### src/rtl/ps2_pkg.sv
// ps2_pkg: shared PS/2 constants and the frame parity check.
// Used by the receiver and by the scan-code consumers downstream.
package ps2_pkg;

  // Start + 8 data + parity + stop
  localparam int unsigned PS2_FRAME_BITS = 11;
  localparam logic [7:0]  PS2_BREAK_CODE = 8'hF0;
  localparam logic [7:0]  PS2_EXT_CODE   = 8'hE0;

  // PS/2 uses odd parity: the data bits together with the parity bit
  // must contain an odd number of ones.
  function automatic logic odd_parity_ok(input logic [7:0] d, input logic p);
    return ^{d, p};
  endfunction

endpackage

### src/rtl/ps2_sync_edge.sv
// ps2_sync_edge: brings the asynchronous PS/2 pins into the clk domain
// and produces a one-cycle strobe on each falling edge of ps2_clk.
//   clk, clrn : system clock, async active-low reset
//   ps2_clk   : raw PS/2 clock pin
//   ps2_data  : raw PS/2 data pin
//   fall      : high for one clk cycle per ps2_clk falling edge
//   sdata     : synchronised data bit, aligned with fall
module ps2_sync_edge (
  input  logic clk,
  input  logic clrn,
  input  logic ps2_clk,
  input  logic ps2_data,
  output logic fall,
  output logic sdata
);

  logic [2:0] clk_sync_r;
  logic [1:0] data_sync_r;

  // Synchroniser chains; reset to 1 because both lines idle high.
  always_ff @(posedge clk or negedge clrn) begin
    if (!clrn) begin
      clk_sync_r  <= 3'b111;
      data_sync_r <= 2'b11;
    end else begin
      clk_sync_r  <= {clk_sync_r[1:0], ps2_clk};
      data_sync_r <= {data_sync_r[0], ps2_data};
    end
  end

  // Edge detect uses only the two already-settled stages.
  assign fall  = (clk_sync_r[2:1] == 2'b10);
  assign sdata = data_sync_r[1];

endmodule

### src/rtl/ps2_rx_fifo.sv
// ps2_rx_fifo: PS/2 device-to-host receiver feeding a small byte FIFO.
//   clk, clrn          : system clock, async active-low reset
//   ps2_clk, ps2_data  : raw PS/2 pins
//   nextdata_n         : active-low pop request
//   data               : FIFO head byte (valid while ready)
//   ready              : FIFO non-empty
//   overflow           : sticky, a valid byte was dropped on a full FIFO
//   frame_err          : one-cycle pulse for a bad start/parity/stop
module ps2_rx_fifo
  import ps2_pkg::*;
#(
  parameter int unsigned DEPTH_LOG2     = 3,
  parameter int unsigned TIMEOUT_CYCLES = 10000
) (
  input  logic       clk,
  input  logic       clrn,
  input  logic       ps2_clk,
  input  logic       ps2_data,
  input  logic       nextdata_n,
  output logic [7:0] data,
  output logic       ready,
  output logic       overflow,
  output logic       frame_err
);

  localparam int unsigned DEPTH  = 1 << DEPTH_LOG2;
  localparam int unsigned PTR_W  = DEPTH_LOG2 + 1;
  localparam int unsigned IDLE_W = $clog2(TIMEOUT_CYCLES + 1);
  localparam logic [3:0]        LAST_BIT   = 4'(PS2_FRAME_BITS - 1);
  localparam logic [IDLE_W-1:0] IDLE_LIMIT = IDLE_W'(TIMEOUT_CYCLES);

  logic              fall_s;
  logic              sdata_s;
  logic [3:0]        bit_cnt_r;
  logic [9:0]        shift_r;
  logic [IDLE_W-1:0] idle_cnt_r;
  logic [PTR_W-1:0]  w_ptr_r;
  logic [PTR_W-1:0]  r_ptr_r;
  logic [7:0]        mem_r [DEPTH];
  logic              overflow_r;
  logic              frame_err_r;

  logic empty_s, full_s, pop_s, stop_s, frame_ok_s, push_s, drop_s, idle_hit_s;

  ps2_sync_edge u_sync (
    .clk      (clk),
    .clrn     (clrn),
    .ps2_clk  (ps2_clk),
    .ps2_data (ps2_data),
    .fall     (fall_s),
    .sdata    (sdata_s)
  );

  // shift_r holds start in bit 0, D0..D7 in bits 8:1, parity in bit 9;
  // the stop bit is the live sample on the final edge.
  assign empty_s    = (w_ptr_r == r_ptr_r);
  assign full_s     = (w_ptr_r[PTR_W-1] != r_ptr_r[PTR_W-1]) &&
                      (w_ptr_r[PTR_W-2:0] == r_ptr_r[PTR_W-2:0]);
  assign pop_s      = !nextdata_n && !empty_s;
  assign stop_s     = fall_s && (bit_cnt_r == LAST_BIT);
  assign frame_ok_s = !shift_r[0] && sdata_s && odd_parity_ok(shift_r[8:1], shift_r[9]);
  // A pop on the same edge frees a slot, so a full FIFO can still accept.
  assign push_s     = stop_s && frame_ok_s && (!full_s || pop_s);
  assign drop_s     = stop_s && frame_ok_s && full_s && !pop_s;
  assign idle_hit_s = ((idle_cnt_r + IDLE_W'(1)) == IDLE_LIMIT);

  // Bit counter, shift register and partial-frame timeout.
  always_ff @(posedge clk or negedge clrn) begin
    if (!clrn) begin
      bit_cnt_r  <= 4'd0;
      shift_r    <= 10'd0;
      idle_cnt_r <= '0;
    end else if (fall_s) begin
      idle_cnt_r <= '0;
      shift_r    <= {sdata_s, shift_r[9:1]};
      bit_cnt_r  <= (bit_cnt_r == LAST_BIT) ? 4'd0 : bit_cnt_r + 4'd1;
    end else if (bit_cnt_r != 4'd0) begin
      if (idle_hit_s) begin
        bit_cnt_r  <= 4'd0;
        idle_cnt_r <= '0;
      end else begin
        idle_cnt_r <= idle_cnt_r + IDLE_W'(1);
      end
    end else begin
      idle_cnt_r <= '0;
    end
  end

  // FIFO storage; contents are don't-care until written.
  always_ff @(posedge clk) begin
    if (push_s) begin
      mem_r[w_ptr_r[PTR_W-2:0]] <= shift_r[8:1];
    end
  end

  // FIFO pointers and status flags.
  always_ff @(posedge clk or negedge clrn) begin
    if (!clrn) begin
      w_ptr_r     <= '0;
      r_ptr_r     <= '0;
      overflow_r  <= 1'b0;
      frame_err_r <= 1'b0;
    end else begin
      if (push_s) begin
        w_ptr_r <= w_ptr_r + PTR_W'(1);
      end
      if (pop_s) begin
        r_ptr_r <= r_ptr_r + PTR_W'(1);
      end
      if (pop_s) begin
        overflow_r <= 1'b0;
      end else if (drop_s) begin
        overflow_r <= 1'b1;
      end
      frame_err_r <= stop_s && !frame_ok_s;
    end
  end

  assign data      = mem_r[r_ptr_r[PTR_W-2:0]];
  assign ready     = !empty_s;
  assign overflow  = overflow_r;
  assign frame_err = frame_err_r;

endmodule

### config.mk
export PLATFORM = sky130hd
export DESIGN_NAME = ps2_rx_fifo
export DESIGN_NICKNAME = d
export VERILOG_FILES = /design/src/rtl/ps2_pkg.sv /design/src/rtl/ps2_sync_edge.sv /design/src/rtl/ps2_rx_fifo.sv
export SDC_FILE = /design/constraint.sdc
export NUM_CORES = 1
export LEC_CHECK = 0
export ABC_AREA = 1
export CORE_MARGIN = 2
export CORE_UTILIZATION = 55
export CTS_CLUSTER_DIAMETER = 150
export DETAILED_ROUTE_END_ITERATION = 6
export PLACE_DENSITY = 0.74
export SYNTH_ARGS = -nofsm -noshare
export SYNTH_HDL_FRONTEND = slang
export SYNTH_SLANG_ARGS = --single-unit
### constraint.sdc
create_clock -name clk -period 5.9 [get_ports clk]
set_clock_uncertainty 0.15 [all_clocks]
set_input_delay 1.77 -clock clk [delete_from_list [all_inputs] [get_ports clk]]
set_output_delay 1.77 -clock clk [all_outputs]
set_load 0.02 [all_outputs]
==> key figures, run 1 <==
GRT
  – Vias in the first global route: 3,277
  – Antenna violations before repair: 0
  – GRT Resource Usage Total: 0.2166
  – Largest net degree at the start of global routing: 44
  – Gr ovfl total: 0
  – First-pass GRT wire length: 16,210 um

Power
  – Cell Pwr Density: 405.7 nW/um^2
  – Leakage Power: 0.002102 uW
  – Peak VDD IR: 246.4 uV

Die
  – Starting Density: 0.5619
  – Die Width: 97.93 um
  – Ports: 16
  – Die height: 97.93 um
  – Core Area: 8636 um^2
  – Rows: 34
  – Die footprint: 9589 um^2

Place
  – RePlAce Congestion: 0.8940
  – Final HPWL DP: 6472 um
  – Port Buf Inserts: 15

STA
  – WHS: between 0.2 and 0.25 ns
  – Highest clock rate: 206.0 MHz
  – Setup TNS: 0 ns
  – Final setup vio count: 0
  – Post-layout minimum cycle time: 4.854 ns
  – Unrepaired setup endpoints after global routing: false
  – Fin. Hold Viols: 0
  – Fin crit share: 0.8227
  – Final Max Slew Viols: 0
  – Slew HR: 0.07715
  – Worst-Margin Slew: 1.374 ns

Detailed routing
  – Post-DR vias/cell: 5.578
  – Pre-Repair DR Iteration Count: 5
  – Remaining DRCs: 0
  – Initial DRC count: 377
  – Routed len/inst: between 15 and 20 um
  – Final WL: 9907 um
  – Vias: 3,447
  – Antenna-violating nets left: 0

Clock network
  – Cts hold-fix bufs: 0
  – Sink Count: 107
  – Post-CTS setup buffers: 0
  – PostCTS Resize Cnt: 0
  – Clk_lat worst skew: 0.38 ns
  – Num CTS Buffers: 9
  – Clock buffer depth: 2
  – CTS root buffer: clkbuf_8
  – CTS tree: built
  – Worst-path clk slew: 0.11 ns
  – Max H-tree Level: 3

Worst setup path
  – Critical path class: register to output port
  – Req. time, crit path: between 3 and 4 ns
  – CP Max Fanout: 37
  – Worst reg2reg setup slack: between 2 and 2.5 ns
  – Reg2reg start: r_ptr_r[0]$_DFFE_PN0P_
  – Crit path launch: r_ptr_r[0]$_DFFE_PN0P_
  – CP Capture Point: data[7]
  – R2R cell count: 8
  – Critical Path AT: 2.93 ns
  – Crit. End Element: output port
  – Crit path launch type: register
  – Reg-to-Reg End: mem_r[4][4]$_DFFE_PP_

Final layout
  – Fraction of layout cells with a size suffix above 1: 0.08039
  – Fin nets: around 520
  – Antenna Cells: 0
  – Synthesis-to-finish area growth: 9.206%
  – Number of fill cells: around 690

Synthesis
  – Synth Area in XOR/XNOR: 0.01625
  – Post-synthesis mux area share: 0
  – Top post-synthesis cells by area: edfxtp_1 40%, dfrtp_1 20%, nand2_1 8.0%, nor2_1 6.6%, o21ai_0 4.4%
  – Warnings from Yosys: 0
  – Synth Area in Adders: 0.01805
  – Simple-Gate Fraction of Synth Area: 0.2228
  – Cells after Synth: 493
  – Top-area cell type share of the netlist area: 0.3961
  – Net Count, Synth: approximately 500
  – Post-Syn Area: 4852 um^2
  – Synth Area in Compound Gates: 0.07452
  – Largest family of logic cells by synthesized area: simple AND/OR/NAND/NOR gates
  – Synthesized flop and latch total: between 100 and 150
  – Distinct cells, synth: 32
  – Seq/Total Area, Yosys: 0.6191
  – Yosys top cell by area: edfxtp_1
  – Mean area per synthesized cell: 9.842 um^2

Job
  – MaxCap Viol Count: 0

Min path
  – Hold Crit Class: register to register
  – Worst hold path depth: 0

Outcome
  – Outcome: finished, final reports clean
==> worst max-delay path: stages (launching register included) <==
cell,delay [ns]
dfrtp_1,0.37
buf_4,0.25
inv_1,0.69
o21ai_0,0.22
o22ai_1,0.16
nor2_1,0.07
a31oi_1,0.15
clkdlybuf4s50_1,0.62
==> final cells by class <==
class	instances	area (um^2)	share of cell area
clock buffers	9	123.9	0.02338
clock inverters	7	90.09	0.01700
well taps	108	135.1	0.02550
repair buffers	17	160.2	0.03022
inverters	43	161.4	0.03046
multi-input cells	327	1624	0.3065
flip-flops and latches	107	3004	0.5669
==> flip-flops by register name, indices dropped and copies added (netlist names) <==
| register | cells |
|---|---|
| r_ptr_r | 4 |
| u_sync.clk_sync_r | 3 |
| u_sync.data_sync_r | 2 |
| mem_r | 64 |
| w_ptr_r | 4 |
| shift_r | 10 |
| bit_cnt_r | 4 |
| idle_cnt_r | 14 |
| overflow | 1 |
| frame_err | 1 |
==> synthesized netlist by cell type, drive strengths merged <==
| cell type | instances |
|---|---|
| o31ai | 1 |
| xnor2 | 4 |
| nand2 | 105 |
| dfrtp | 38 |
| clkinv | 1 |
| dfstp | 5 |
| clkbuf | 12 |
| a21boi | 1 |
| o22ai | 8 |
| nor2 | 90 |
| o21ai | 44 |
| nand4 | 13 |
| nand3b | 3 |
| xor2 | 5 |
| edfxtp | 64 |
| ha | 7 |
| a31oi | 9 |
| nand3 | 25 |
| nor3 | 10 |
| inv | 42 |
| nor4 | 1 |
| buf | 4 |
| a21oi | 1 |
==> through the flow <==
stage	cell area [um^2]	instances	power [uW]	worst slack (ns)	util
finish	5299	618	2150	1.046	0.6136
global route	5299	618	2276	0.8242	0.6136
CTS	5284	618	2157	1.064	0.6119
detailed placement	5070	602	1680	1.417	0.5871
global placement	5070	602	1651	1.527	0.5871
floorplan	4852	493	1448	2.448	-
==> worst min path at each step <==
stage,start,end
CTS,u_sync.data_sync_r[0]$_DFF_PN1_,u_sync.data_sync_r[1]$_DFF_PN1_
finish,u_sync.data_sync_r[0]$_DFF_PN1_,u_sync.data_sync_r[1]$_DFF_PN1_
global route,u_sync.data_sync_r[0]$_DFF_PN1_,u_sync.data_sync_r[1]$_DFF_PN1_
detailed placement,u_sync.clk_sync_r[0]$_DFF_PN1_,u_sync.clk_sync_r[1]$_DFF_PN1_
global placement,u_sync.clk_sync_r[0]$_DFF_PN1_,u_sync.clk_sync_r[1]$_DFF_PN1_
floorplan,u_sync.clk_sync_r[0]$_DFF_PN1_,u_sync.clk_sync_r[1]$_DFF_PN1_
==> layer usage <==
layer / GRT usage / wire length, um / up-vias
met5: 0 / 0 / -
met4: 0.08761 / 182 / 0
met3: 0.03651 / 389 / 21
met2: 0.3504 / 4878 / 95
met1: 0.2949 / 4456 / 1654
li1: - / - / 1677
==> report_power, final <==
part	total (uW)	switching, uW	internal [uW]
Clock	481	273	208
Sequential	966	99.6	867
Combinational	702	439	264
Total	2150	811	1340
==> kinds of logic (layout without fill, tap and decap cells) <==
family	count (synthesis)	count (layout)
flip-flops	107	107
XOR/XNOR	9	9
AO/OA/AOI/OAI	64	64
adder cells (fa/ha/maj)	7	7
buffers and inverters	59	76
AND/OR/NAND/NOR	247	247
==> cell usage in the layout (no fill, tap or decap), drive strengths merged <==
| master | netlist | layout |
|---|---|---|
| a21boi | 1 | 1 |
| a21oi | 1 | 1 |
| a31oi | 9 | 9 |
| buf | 4 | 3 |
| bufinv | 0 | 1 |
| clkbuf | 12 | 9 |
| clkdlybuf4s50 | 0 | 14 |
| clkinv | 1 | 3 |
| dfrtp | 38 | 38 |
| dfstp | 5 | 5 |
| edfxtp | 64 | 64 |
| ha | 7 | 7 |
| inv | 42 | 46 |
| nand2 | 105 | 105 |
| nand3 | 25 | 25 |
| nand3b | 3 | 3 |
| nand4 | 13 | 13 |
| nor2 | 90 | 90 |
| nor3 | 10 | 10 |
| nor4 | 1 | 1 |
| o21ai | 44 | 44 |
| o22ai | 8 | 8 |
| o31ai | 1 | 1 |
| xnor2 | 4 | 4 |
| xor2 | 5 | 5 |
Power figures use the tool's default switching activity.
==> run 2: changes to the inputs <==
- clock period: 5.9 -> 4.75 ns (I/O delays scaled with it)
==> key figures, run 2 (synthesis results as in run 1) <==
STA
  – WHS: 0.2122 ns
  – Highest clock rate: 241.1 MHz
  – Worst-Margin Slew: 0.9660 ns
  – Final setup vio count: 0
  – Final Max Slew Viols: 0
  – Fin crit share: 0.8733
  – Fin. Hold Viols: 0
  – Post-layout minimum cycle time: approximately 4.1 ns
  – Unrepaired setup endpoints after global routing: false
  – Setup TNS: 0 ns
  – Slew HR: 0.3560

Worst setup path
  – Critical path class: register to output port
  – Reg-to-Reg End: mem_r[7][5]$_DFFE_PP_
  – Crit path launch type: register
  – Req. time, crit path: 3.17 ns
  – Reg2reg start: u_sync.clk_sync_r[2]$_DFF_PN1_
  – Crit. End Element: output port
  – Critical Path AT: between 2 and 3 ns
  – Worst reg2reg setup slack: 1.57 ns
  – R2R cell count: 7
  – CP Max Fanout: 20

GRT
  – Gr ovfl total: 0
  – Largest net degree at the start of global routing: 44
  – Vias in the first global route: 3,307
  – GRT Resource Usage Total: 0.2106
  – First-pass GRT wire length: 16,000 um
  – Antenna violations before repair: 0

Power
  – Comb pwr share: 0.327
  – Reg power frac: 0.451
  – Sw Pwr: 993.5 uW
  – Sw frac: 0.3734
  – Pint: 1667 uW
  – Leakage Power: 0.002138 uW
  – Cell Pwr Density: 498.8 nW/um^2
  – Peak VDD IR: 249.1 uV
  – Clk pwr share: 0.223

Die
  – Starting Density: 0.5619
  – Die footprint: roughly 9600 um^2
  – Ports: 16
  – Die height: about 100 um
  – Die Width: 97.93 um
  – Rows: 34
  – Core Area: 8636 um^2

Detailed routing
  – Antenna-violating nets left: 0
  – Final WL: 9401 um
  – Post-DR vias/cell: between 5 and 6
  – Vias: 3,384
  – Routed wl met3: 249 um
  – Met1 wire length: 4423 um
  – Initial DRC count: 197
  – Pre-Repair DR Iteration Count: 5
  – Routed len/inst: 15.04 um
  – Top layer used by detailed routing: met4
  – Metal2 WL: between 4000 and 5000 um
  – Remaining DRCs: 0

Final layout
  – Util after Layout: 0.6176
  – Most frequent cells in the layout: 103 x nand2_1, 85 x nor2_1, 64 x edfxtp_1, 43 x o21ai_0, 40 x inv_1
  – Number of fill cells: 692
  – Fin nets: 524
  – Largest register FFs: 64
  – Fraction of layout cells with a size suffix above 1: 0.08704
  – Synthesis-to-finish area growth: 9.928%
  – Area of the multi-input gates: 1609 um^2
  – Most common cell after layout, fill and taps aside: nand2_1
  – Antenna Cells: 0
  – Storage element area: 3004 um^2

Clock network
  – Max H-tree Level: 3
  – Worst-path clk slew: 0.10 ns
  – CTS root buffer: clkbuf_8
  – Clock buffer depth: 2
  – Post-CTS setup buffers: 0
  – PostCTS Resize Cnt: 0
  – Sink Count: 107
  – CTS tree: built
  – Num CTS Buffers: 9
  – Cts hold-fix bufs: 0
  – Clk_lat worst skew: around 0.37 ns

Place
  – Final HPWL DP: about 6400 um
  – RePlAce Congestion: around 0.80
  – Port Buf Inserts: 15

Min path
  – HP Start: u_sync.clk_sync_r[0]$_DFF_PN1_
  – Hold Crit Class: register to register
  – WHS Endpoint: u_sync.clk_sync_r[1]$_DFF_PN1_
  – Worst hold path depth: 0

Job
  – MaxCap Viol Count: 0

Outcome
  – Outcome: finished, final reports clean
run 2: changes by cell type in the layout (fill, tap and decap cells not counted):
cell,delta
buf_4,+7
nor3_1,+3
nor3_2,-3
inv_6,+2
clkinv_4,-1
inv_8,-1
run 2: how the worst max path moves through the flow:
stage / startpoint / end / slack [ns] / depth (start not counted)
after global routing: r_ptr_r[1]$_DFFE_PN0P_ / data[1] / 0.41 / 6
after global placement: r_ptr_r[1]$_DFFE_PN0P_ / data[0] / 1.03 / 5
final: r_ptr_r[1]$_DFFE_PN0P_ / data[2] / 0.60 / 6
after detailed placement: r_ptr_r[1]$_DFFE_PN0P_ / data[2] / 1.03 / 6
after floorplan: r_ptr_r[1]$_DFFE_PN0P_ / data[6] / 1.64 / 7
after CTS: r_ptr_r[1]$_DFFE_PN0P_ / data[2] / 0.61 / 6
run 2: routing by layer:
layer | vias up | GRT usage
met3 | 9 | 0.03508
met5 | - | 0
li1 | 1692 | -
met2 | 46 | 0.3309
met1 | 1637 | 0.2988
met4 | 0 | 0.07906
run 2: through the flow:
stage | power (uW) | setup WS, ns | instances | cell area, um^2
4_1_cts | 2674 | 0.6081 | 625 | 5334
3_5_place_dp | 2089 | 1.027 | 609 | 5122
2_1_floorplan | 1798 | 1.643 | 493 | 4852
6_report | 2661 | 0.6016 | 625 | 5334
3_3_place_gp | 2059 | 1.028 | 609 | 5122
5_1_grt | 2830 | 0.4060 | 625 | 5334
run 2: layout make-up:
type,instances,area share
clock buffers,9,0.02322
clock inverters,7,0.01642
inverters,43,0.03026
multi-input cells,327,0.3017
flip-flops and latches,107,0.5632
well taps,108,0.02533
repair buffers,24,0.03988
run 2: power groups by stage:
stage / Combinational, uW / Sequential, uW / Clock [uW]
floorplan: 633 / 1170 / 0
global placement: 849 / 1210 / 0
detailed placement: 870 / 1220 / 0
CTS: 875 / 1200 / 601
global route: 975 / 1220 / 639
finish: 869 / 1200 / 593
run 2: critical path, stage by stage, from the launching register on:
cell             delay, ns
dfrtp_1               0.64
inv_2                 0.39
o21ai_0               0.17
o22ai_1               0.17
nor2_1                0.06
a31oi_1               0.15
clkdlybuf4s50_1       0.63
==> run 3: changes to the inputs <==
- CTS_CLUSTER_DIAMETER: 150 -> 100
==> results of run 3 <==
No change in the layout: final DEF, timing and power equal those of run 2.
==> RTL edit 1: new RTL, config.mk and constraints of run 2 <==
Compare `bit_cnt_r` against `LAST_BIT` with >= in place of ==.
--- a/src/rtl/ps2_rx_fifo.sv
+++ b/src/rtl/ps2_rx_fifo.sv
@@ -75,3 +75,3 @@
       shift_r    <= {sdata_s, shift_r[9:1]};
-      bit_cnt_r  <= (bit_cnt_r == LAST_BIT) ? 4'd0 : bit_cnt_r + 4'd1;
+      bit_cnt_r  <= (bit_cnt_r >= LAST_BIT) ? 4'd0 : bit_cnt_r + 4'd1;
     end else if (bit_cnt_r != 4'd0) begin
Function: same outputs for any inputs over 10 cycles, from zero or initial values; that may be too few to reach the edited logic, so the function may still have changed.
==> RTL edit 1 against run 2 <==
Fmax rose by 3.1%. Non-clock buffer count rose by 3. Area after synthesis fell by 0.83%. Cell area fell by 0.66%. Combinational power rose by 2%. Setup slack improved by 0.12 ns. Sequential cell count did not move. Wire length rose by 1.5%. Power fell by 2.4%. Largest cell class unchanged.
==> RTL edit 1: results (changes against run 2) <==
drt wl/cell=15.17 um (+0.84%); Critical Path Source=r_ptr_r[1]; CP endpoint=data[7]; R2R Setup Slk=1.62 ns (+0.05 ns); CP max-delay cell=clkdlybuf4s50_1; total global-route track usage=0.2097 (-0.0009633); met3 usage=0.02662 (-0.008456); # Post-CTS Setup Buffers=0 (unchanged); outcome=finished clean; initial antenna violation count=0 (unchanged); Peak VDD IR=0.2412 mV (-3.2%); layout cells sized above 1=0.07869 (-0.008346); First DRT Iteration DRCs=231 (+17%); setup ws final=0.7248 ns (+0.1232 ns); final hold slack=0.2125 ns (+0.0003810 ns); syn_nets=507 (+0.40%); Yosys cell types=28 (-13%); reg-to-reg endpoint=mem_r[4][3]; M2 GR Usage=0.3294 (-0.001432); FILL cells=711 (+2.7%); post-placement cell area=5114 um^2 (-0.17%); CTS buffer count=9 (unchanged); final net count=528 (+0.76%); Final HPWL DP=6.312 mm (-0.78%); max_slew headroom=0.3706 (+0.01459); Post-Place Cells=613 (+0.66%); CTS HTree Levels=3 (unchanged); post-cts gate resize count=0 (unchanged); RePlAce Congestion=0.7741 (-3.2%); setup slack after placement=1.172 ns (+0.1444 ns); R2R Path Start=u_sync.clk_sync_r[2]; Hold Crit Class=reg2reg; Max Root-Sink Buffers=2 (unchanged); ant diodes=0 (unchanged); arrival time worst endpoint=2.45 ns (-0.12 ns); top sig layer=met4; met1 wire length=4.432 mm (+0.20%); Max stage delay on crit path=~0.65 ns; CP max FO=18 (-10%); number of global-route vias before repair=3242 (-2.0%); met3 wire len=408 um (+64%); Seq/Total Area, Yosys=0.6243 (+0.005151); Via Count=3479 (+2.8%); CTS clk-pin slew, worst paths=between 0.1 and 0.15 ns; global-route wire length before repair=15.71 mm (-1.8%); Synth Instances=495 (+0.41%); first drt pass iteration count=5 (unchanged); Via-to-Cell Ratio=5.531 (+2.2%); Synth top cells by count=nand2_1 (103), nor2_1 (85), edfxtp_1 (64), inv_1 (49), o21ai_0 (44); grt met1 use=0.2940 (-0.004781); top post-synthesis cells by area=edfxtp_1 (40%), dfrtp_1 (20%), nand2_1 (8.0%); wire length on met2=4.453 mm (-3.5%); R2R cell count=8 (+1); EDFF count, synth=64 (unchanged); CP delay by family, top=buffers and inverters; Lkg Pwr=2.143 nW (+0.24%)
-- RTL edit 1: cell types whose count changed after synthesis, moves of 2 or more --
cell,change
inv_2,-2
buf_6,-2
inv_1,+9
nor3_1,-2
nand3_1,-2
a21oi_1,+2
buf_2,+2
nor2_4,-2
-- RTL edit 1: how the worst min path moves through the flow --
stage | endpoint | startpoint | cells past startpoint
detailed placement | u_sync.data_sync_r[1] | u_sync.data_sync_r[0] | 0
global route | u_sync.data_sync_r[1] | u_sync.data_sync_r[0] | 0
global placement | u_sync.clk_sync_r[1] | u_sync.clk_sync_r[0] | 0
finish | u_sync.clk_sync_r[1] | u_sync.clk_sync_r[0] | 0
floorplan | u_sync.clk_sync_r[1] | u_sync.clk_sync_r[0] | 0
CTS | u_sync.data_sync_r[1] | u_sync.data_sync_r[0] | 0
-- RTL edit 1: cell families (layout without fill, tap and decap cells) --
logic type | count (synthesis) | after routing | synth area share
flip-flops | 107 | 107 | 0.6243
AND/OR/NAND/NOR | 240 | 240 | 0.2140
adder cells (fa/ha/maj) | 7 | 7 | 0.01820
AO/OA/AOI/OAI | 63 | 63 | 0.07020
XOR/XNOR | 11 | 11 | 0.02002
buffers and inverters | 67 | 93 | 0.05330
-- RTL edit 1: cell type report --
cell class / instances / area, um^2 / share of cell area
sequential: 107 / 3004 / 0.5669
multi-input combinational: 321 / 1551 / 0.2928
timing repair buffer: 27 / 235.2 / 0.04439
inverter: 50 / 187.7 / 0.03542
tap: 108 / 135.1 / 0.02550
clock buffer: 9 / 123.9 / 0.02338
clock inverter: 7 / 61.31 / 0.01157
-- RTL edit 1: power breakdown --
part	leakage, nW	internal, mW	switching (mW)
sequential	1.15	1.08	0.0940
combinational	0.900	0.329	0.559
clock	0.0961	0.203	0.334
==> RTL edit 2: new RTL, flow settings as in run 2 <==
Made on the original files. Set the parameter `DEPTH_LOG2` to 4 (it was 3).
--- a/src/rtl/ps2_rx_fifo.sv
+++ b/src/rtl/ps2_rx_fifo.sv
@@ -11,3 +11,3 @@
 #(
-  parameter int unsigned DEPTH_LOG2     = 3,
+  parameter int unsigned DEPTH_LOG2     = 4,
   parameter int unsigned TIMEOUT_CYCLES = 10000
Function: same outputs for any inputs over 10 cycles, from zero or initial values; that may be too few to reach the edited logic, so the function may still have changed.
==> RTL edit 2 against run 2 <==
Area after synthesis rose by 56%. Largest cell class unchanged. Sequential cell count rose by 66. Power rose by 75%. Sequential power rose by 61%. Critical path type unchanged. Count of clock-buffer cells in the layout rose by 9. Cell area rose by 61%. Wire length rose by 67%. Setup slack got worse by 0.36 ns.
==> RTL edit 2: results (changes against run 2) <==
met1 wire length=6.672 mm (+51%); arrival time worst endpoint=2.93 ns (+0.36 ns); CP max FO=18 (-10%); M2 GR Usage=0.3701 (+0.03921); top post-synthesis cells by area=edfxtp_1 (51%), dfrtp_1 (13%), nand2_1 (5.5%); CP max-delay cell=clkdlybuf4s50_1; R2R Setup Slk=1.90 ns (+0.33 ns); Final HPWL DP=9.648 mm (+52%); grt met1 use=0.3052 (+0.006459); max_slew headroom=0.3428 (-0.01314); CTS clk-pin slew, worst paths=0.06 ns (-0.04 ns); Post-synth ARST share=0.2601 (-0.1418); FILL cells=993 (+43%); drt wl/cell=17.96 um (+19%); clock power share=0.297 (+0.074); met3 usage=0.05921 (+0.02414); Max stage delay on crit path=0.60 ns (-0.04 ns); Largest register FFs=128 (+100%); Synth top cells by count=edfxtp_1 (128), nand2_1 (111), nor2_1 (77), inv_1 (45), o21ai_0 (43); outcome=finished clean; layout cells sized above 1=0.1130 (+0.02598); final net count=701 (+34%); Peak VDD IR=0.4818 mV (+93%); CTS HTree Levels=4 (+1); RePlAce Congestion=0.8446 (+5.6%); Clk. pwr=1.38 mW (+130%); Int Pwr=3.043 mW (+83%); largest net degree at the start of global routing=68 (+55%); first drt pass iteration count=6 (+1); clk_lat worst skew=0.44 ns (+0.07 ns); Yosys cell types=38 (+19%); syn_nets=672 (+33%); combinational power=1.34 mW (+54%); Period Utilization, post-route=0.9483 (+0.07491); post-placement cell area=7995 um^2 (+56%); setup slack after placement=0.7445 ns (-0.2827 ns)
[RTL edit 2: cell count changes after synthesis, sizes merged, moves of 6 or more]
cell,delta
edfxtp,+64
o211ai,+7
buf,+7
nor2,-6
o221ai,+24
mux2i,+24
o32ai,+7
a31oi,-8
nor3,+10
nand3,+13
nand2,+11
o22ai,-7
[RTL edit 2: stage by stage]
| stage | hold WS, ns | std cells |
|---|---|---|
| 2_1_floorplan | 0.1952 | 657 |
| 3_3_place_gp | 0.1974 | 843 |
| 3_5_place_dp | 0.2003 | 843 |
| 4_1_cts | 0.2101 | 875 |
| 5_1_grt | 0.2161 | 875 |
| 6_report | 0.2092 | 875 |
[RTL edit 2: logic make-up after synthesis]
kind of cell | synth area share
simple gates | 0.1615
fa+ha+maj | 0.01651
compound gates | 0.07596
xor+xnor | 0.01618
flops | 0.6567
mux | 0.03170
buf+inv | 0.04145
[RTL edit 2: path summary, 6_finish.rpt]
kind                                      startpoint              endpoint  cells after the start
worst max register to register            shift_r[4]          mem_r[13][7]                     11
worst min-delay path            u_sync.clk_sync_r[0]  u_sync.clk_sync_r[1]                      0
worst min register to register  u_sync.clk_sync_r[0]  u_sync.clk_sync_r[1]                      0
min in group asynchronous                       clrn          bit_cnt_r[0]                      1
worst max-delay path                      r_ptr_r[0]               data[1]                      7
max in group asynchronous                       clrn            r_ptr_r[0]                      1
[RTL edit 2: area by class of cell]
class / count / area (um^2) / area share
well taps: 176 / 220.2 / 0.02567
repair buffers: 38 / 330.3 / 0.03850
flip-flops and latches: 173 / 4977 / 0.5801
clock inverters: 14 / 155.1 / 0.01808
clock buffers: 18 / 429.2 / 0.05002
multi-input cells: 408 / 2287 / 0.2666
inverters: 48 / 180.2 / 0.02100
